<file path="src/rtl/load_store_unit.sv">
// Load/store unit between a request/response handshake and a registered-read data memory.
// Byte/half accesses (incl. read-modify-write stores) are built only when LSU_SUBWORD_EN is defined.
module load_store_unit (
    input  logic        CLK,
    input  logic        RST,
    input  logic        REQ_VALID,
    output logic        REQ_READY,
    input  logic        REQ_WRITE,
    input  logic [1:0]  REQ_SIZE,
    input  logic        REQ_SIGNED,
    input  logic [31:0] REQ_ADDR,
    input  logic [31:0] REQ_WDATA,
    output logic        RSP_VALID,
    input  logic        RSP_READY,
    output logic [31:0] RSP_RDATA,
    output logic        RSP_ERR,
    output logic        MEM_WE,
    output logic [31:0] MEM_A,
    output logic [31:0] MEM_WD,
    input  logic [31:0] MEM_RD
);

    typedef enum logic [2:0] {IDLE, RD, WAIT, WR, RESP} state_t;

    localparam logic [1:0] SZ_WORD = 2'b10;

    state_t      state;
    state_t      state_nxt;
    logic        accept;
    logic        req_err;
    logic        write_q;
    logic        signed_q;
    logic [1:0]  size_q;
    logic [31:0] addr_q;
    logic [31:0] wdata_q;
    logic [31:0] load_data;
    logic [31:0] store_data;
    logic [31:0] word_addr;

    assign accept    = REQ_VALID && REQ_READY;
    assign word_addr = {2'b00, addr_q[31:2]};

`ifdef LSU_SUBWORD_EN
    localparam logic [1:0] SZ_BYTE = 2'b00;
    localparam logic [1:0] SZ_HALF = 2'b01;

    logic [31:0] merge_q;
    logic [31:0] rmw_word;
    logic [4:0]  byte_shift;
    logic [4:0]  half_shift;
    logic [7:0]  ld_byte;
    logic [15:0] ld_half;

    assign req_err = (REQ_SIZE == 2'b11)
                  || (REQ_SIZE == SZ_HALF && REQ_ADDR[0])
                  || (REQ_SIZE == SZ_WORD && REQ_ADDR[1:0] != 2'b00);

    // Little-endian lanes: byte n lives at bits [8n+7:8n].
    assign byte_shift = {addr_q[1:0], 3'b000};
    assign half_shift = {addr_q[1], 4'b0000};
    assign ld_byte    = MEM_RD[byte_shift +: 8];
    assign ld_half    = MEM_RD[half_shift +: 16];

    // NOTE: every always_comb output gets a default first so no path leaves it unassigned (no latch).
    always_comb begin
        load_data = MEM_RD;
        case (size_q)
            SZ_BYTE: load_data = {{24{signed_q & ld_byte[7]}}, ld_byte};
            SZ_HALF: load_data = {{16{signed_q & ld_half[15]}}, ld_half};
            default: ;
        endcase
    end

    always_comb begin
        rmw_word = MEM_RD;
        if (size_q == SZ_BYTE) rmw_word[byte_shift +: 8]  = wdata_q[7:0];
        else                   rmw_word[half_shift +: 16] = wdata_q[15:0];
    end

    always_ff @(posedge CLK) begin
        if (RST)                 merge_q <= 32'h0;
        else if (state == WAIT)  merge_q <= rmw_word;
    end

    assign store_data = (size_q == SZ_WORD) ? wdata_q : merge_q;
`else
    logic unused_subword;

    assign req_err        = (REQ_SIZE != SZ_WORD) || (REQ_ADDR[1:0] != 2'b00);
    assign load_data      = MEM_RD;
    assign store_data     = wdata_q;
    assign unused_subword = ^{signed_q, size_q, addr_q[1:0]};
`endif

    // NOTE: sequential state uses non-blocking assignments so all registers update together.
    always_ff @(posedge CLK) begin
        if (RST) state <= IDLE;
        else     state <= state_nxt;
    end

    always_comb begin
        state_nxt = state;
        case (state)
            IDLE: begin
                if (REQ_VALID) begin
                    if (req_err)                             state_nxt = RESP;
                    else if (REQ_WRITE && REQ_SIZE == SZ_WORD) state_nxt = WR;
                    else                                     state_nxt = RD;
                end
            end
            RD:      state_nxt = WAIT;
            WAIT:    state_nxt = write_q ? WR : RESP;
            WR:      state_nxt = RESP;
            RESP:    if (RSP_READY) state_nxt = IDLE;
            default: state_nxt = IDLE;
        endcase
    end

    always_comb begin
        REQ_READY = 1'b0;
        RSP_VALID = 1'b0;
        MEM_WE    = 1'b0;
        MEM_A     = 32'h0;
        MEM_WD    = 32'h0;
        case (state)
            IDLE: REQ_READY = !RST;
            RD, WAIT: MEM_A = word_addr;
            WR: begin
                MEM_A  = word_addr;
                MEM_WE = !RST;
                MEM_WD = store_data;
            end
            RESP:    RSP_VALID = 1'b1;
            default: ;
        endcase
    end

    // Request fields are captured once at acceptance; the response data is built from them.
    always_ff @(posedge CLK) begin
        if (RST) begin
            write_q   <= 1'b0;
            signed_q  <= 1'b0;
            size_q    <= 2'b00;
            addr_q    <= 32'h0;
            wdata_q   <= 32'h0;
            RSP_RDATA <= 32'h0;
            RSP_ERR   <= 1'b0;
        end else if (accept) begin
            write_q   <= REQ_WRITE;
            signed_q  <= REQ_SIGNED;
            size_q    <= REQ_SIZE;
            addr_q    <= REQ_ADDR;
            wdata_q   <= REQ_WDATA;
            RSP_RDATA <= 32'h0;
            RSP_ERR   <= req_err;
        end else if (state == WAIT && !write_q) begin
            RSP_RDATA <= load_data;
        end
    end

endmodule

</file>
<file path="config.mk">
export PLATFORM = sky130hd
export DESIGN_NAME = load_store_unit
export DESIGN_NICKNAME = d
export VERILOG_FILES = /design/src/rtl/load_store_unit.sv
export SDC_FILE = /design/constraint.sdc
export NUM_CORES = 1
export LEC_CHECK = 0
export CAP_MARGIN = 20
export CELL_PAD_IN_SITES_DETAIL_PLACEMENT = 2
export CELL_PAD_IN_SITES_GLOBAL_PLACEMENT = 2
export CORE_MARGIN = 2
export CORE_UTILIZATION = 23
export DETAILED_ROUTE_END_ITERATION = 7
export HOLD_SLACK_MARGIN = 0.12
export PLACE_DENSITY_LB_ADDON = 0.1
export RECOVER_POWER = 100
export SYNTH_ARGS = -nofsm -noshare
export SYNTH_HDL_FRONTEND = slang
export SYNTH_SLANG_ARGS = --single-unit
</file>
<file path="constraint.sdc">
create_clock -name CLK -period 1.97 [get_ports CLK]
set_input_delay 0.4925 -clock CLK [delete_from_list [all_inputs] [get_ports CLK]]
set_output_delay 0.4925 -clock CLK [all_outputs]
set_load 0.005 [all_outputs]
</file>
==> flow_summary.json <==
{
  "maxCapViolCount": 0,
  "start_util_pct": 23.5,
  "critPathBufInv": 5,
  "utilization_pct": 41.2,
  "stdcell_count": 914,
  "viasPerCell": 4.52,
  "finalClockSkew_ns": 0.00883,
  "grt-ovfl-total": 0,
  "crit_slowest_cell": "dfxtp_4",
  "fmax_mhz": 474,
  "crit_cells": 8,
  "fin_crit_ns": 2.11,
  "htreeDepth": 3,
  "die_h_um": 140,
  "grt_start_max_net_pins": 40,
  "synth_warnings": 0,
  "seq_area_frac_synth_pct": 46.9,
  "period_share_pct": 107,
  "reg2reg_depth": 8,
  "drt-total-wl_um": 16000,
  "grt_first_pass_wirelength_um": 24600,
  "crit_chain": "buf_6, nor2_4, nor2_4, buf_6, buf_12, buf_6, and2_4, buf_6",
  "share_comb_of_total_power_pct": 13.0,
  "hold_viol_final": 0,
  "slew_viol_final": 0,
  "fillers": 1951,
  "crit_required_ns": 1.48,
  "finalNetCount": 785,
  "power_leakage_nw": 3.43,
  "gp_congestion": 0.730,
  "clock_sinks": 99,
  "post-place-cells": 869,
  "die_x_um": 140,
  "clkTransAtPathRegs_ns": 0.07,
  "antenna_found_initial": 1,
  "dieArea_sq_um": 19500,
  "violations": "negative setup slack",
  "power_frac_clock_pct": 40.6,
  "power_density_nw_per_um2": 627,
  "num_antenna_cells": 0,
  "clock_path_buffers": 2,
  "dp_slack_ns": -0.134,
  "syn_avg_cell_area_sq_um": 9.24,
  "netlist_area_sq_um": 4220,
  "grt.total_usage_pct": 16.0,
  "syn2layout_area_growth_pct": 75.3,
  "ys_ff_latch": 99,
  "critPathMaxFanout": 6,
  "seq_area_sq_um": 1990,
  "critPathTopFamily": "buffers and inverters",
  "place_area_sq_um": 6510,
  "hold_depth": 2,
  "cts_tree": "built",
  "rows": 49,
  "ir_drop_v": 0.000404,
  "hpwl_um": 10600,
  "tns_ns": -2.54,
  "remaining_drc_errors": 0,
  "vias": 4133,
  "arrival_ns": 1.62,
  "core_area_sq_um": 18000,
  "grt_pass1_vias": 4490,
  "power.switching_w": 0.00109,
  "worstSetupPathType": "register to output pin",
  "p_sw_share_pct": 23.4,
  "firstDrtPassIters": 5,
  "initialDrtViolationCount": 83,
  "syn_inst": 457,
  "p_seq_share_pct": 46.5,
  "portBuffers": 200,
  "ant_nets": 0,
  "cts_buffers": 9,
  "cts_hold_buf": 0,
  "end_kind": "output pin",
  "slowest_delay_ns": 0.35,
  "crit_path_start_kind": "register",
  "setup_viol": 39,
  "p_int_w": 0.00355,
  "design_area_sq_um": 7400,
  "layout_setup_ws_ns": -0.139,
  "crit_top_cell": "buf_6",
  "status": "finished with violations",
  "synthDistinctLibCells": 29,
  "rsz0062_at_grt": "true",
  "clock-root-buffer": "clkbuf_16",
  "clk-insertion-delay-late_ns": 0.35,
  "io_pins": 204,
  "multi_input_area_sq_um": 2130,
  "drive_gt1_share_pct": 29.8,
  "wl_per_cell_um": 17.5,
  "min_path_type": "register to register"
}
## synthesized netlist by cell type
library cell | instances | area [sq um]
mux2i_1 | 1 | 10.0
conb_1 | 1 | 3.75
o2bb2ai_1 | 1 | 8.76
nand3_1 | 1 | 5.00
buf_2 | 10 | 50.1
or4b_1 | 1 | 10.0
and2_1 | 63 | 394
dfxtp_1 | 99 | 1980
nor4bb_1 | 1 | 10.0
nor4_1 | 2 | 12.5
a21oi_1 | 34 | 170
nor3_1 | 2 | 10.0
nor2b_1 | 2 | 12.5
or4b_2 | 1 | 10.0
nor4b_4 | 2 | 47.6
a211oi_1 | 2 | 15.0
a21o_1 | 63 | 473
nor2_1 | 4 | 15.0
or3_1 | 1 | 6.26
inv_1 | 1 | 3.75
and3b_1 | 1 | 8.76
or2_1 | 1 | 6.26
clkbuf_1 | 15 | 56.3
buf_4 | 10 | 75.1
nand2_1 | 64 | 240
buf_1 | 1 | 3.75
nor4b_1 | 1 | 8.76
buf_6 | 9 | 101
nor3b_1 | 63 | 473
## final timing paths
| check | start | end | slack [ns] |
|---|---|---|---|
| max | state[0] | MEM_A[1] | -0.14 |
| min | RSP_RDATA[8] | RSP_RDATA[8] | 0.45 |
| max reg2reg | state[0] | store_data[8] | 0.08 |
| min reg2reg | RSP_RDATA[8] | RSP_RDATA[8] | 0.45 |
## through the flow
step	total power, W	hold slack, ns
after floorplan	0.00246	0.453
after global placement	0.00277	0.441
after detailed placement	0.00279	0.453
after CTS	0.00473	0.463
after global routing	0.00485	0.477
final	0.00464	0.453
## registers in the layout (all words and copies together) (netlist names)
register	count
write_q	1
store_data	32
RSP_RDATA	32
state	3
addr_q	30
RSP_ERR	1
## layout make-up
| type | instances | share of cell area, % |
|---|---|---|
| clock buffers | 12 | 3.60 |
| clock inverters | 3 | 0.625 |
| multi-input cells | 313 | 28.7 |
| inverters | 1 | 0.0507 |
| well taps | 229 | 3.87 |
| flip-flops and latches | 99 | 26.9 |
| repair buffers | 257 | 36.3 |
## power by group through the flow
stage | registers [W] | clock network [W] | logic (W)
2_1_floorplan | 0.00218 | 0 | 0.000281
3_3_place_gp | 0.00219 | 0 | 0.000583
3_5_place_dp | 0.00219 | 0 | 0.000597
4_1_cts | 0.00215 | 0.00195 | 0.000619
5_1_grt | 0.00217 | 0.00203 | 0.000650
6_report | 0.00216 | 0.00188 | 0.000601
## metal layers
metal / GRT usage (%) / vias to the layer above / part of all wire, %
met5: 0 / - / 0.081
met4: 3.35 / 2 / 0.71
met3: 5.51 / 11 / 6.7
met2: 28.2 / 115 / 51
met1: 18.7 / 2030 / 41
li1: - / 1975 / -
## kinds of logic after synthesis
family / synth area share [%]
simple gates: 30.1
buf+inv: 6.87
compound gates: 15.8
other cells: 0.0888
flops: 46.9
mux: 0.237
## cells in the final DEF (no fill, tap or decap), types with 5 or more instances in the layout
master / Yosys / layout
buf_16: 0 / 5
buf_6: 9 / 76
nand2_1: 64 / 64
and2_1: 63 / 6
a21o_1: 63 / 63
and2_4: 0 / 57
dlygate4sd3_1: 0 / 34
buf_4: 10 / 23
nor3b_1: 63 / 63
buf_2: 10 / 9
dfxtp_1: 99 / 96
clkdlybuf4s50_1: 0 / 100
a21oi_1: 34 / 34
clkbuf_16: 0 / 9
## repair_timing
item	in CTS	in global routing
setup buffers	22	5
pin swaps	38	20
cloned	6	0
endpoints found under the setup margin	65	64
gates resized for setup	378	27
## worst reg2reg max path: cells and delay by family (launching register included)
family                 cells  cell delay, ns
buffers and inverters      5            0.83
AND/OR/NAND/NOR            2            0.51
flip-flops                 1            0.35
AO/OA/AOI/OAI              1            0.16
Note: power is estimated with default switching activity, not from simulation.
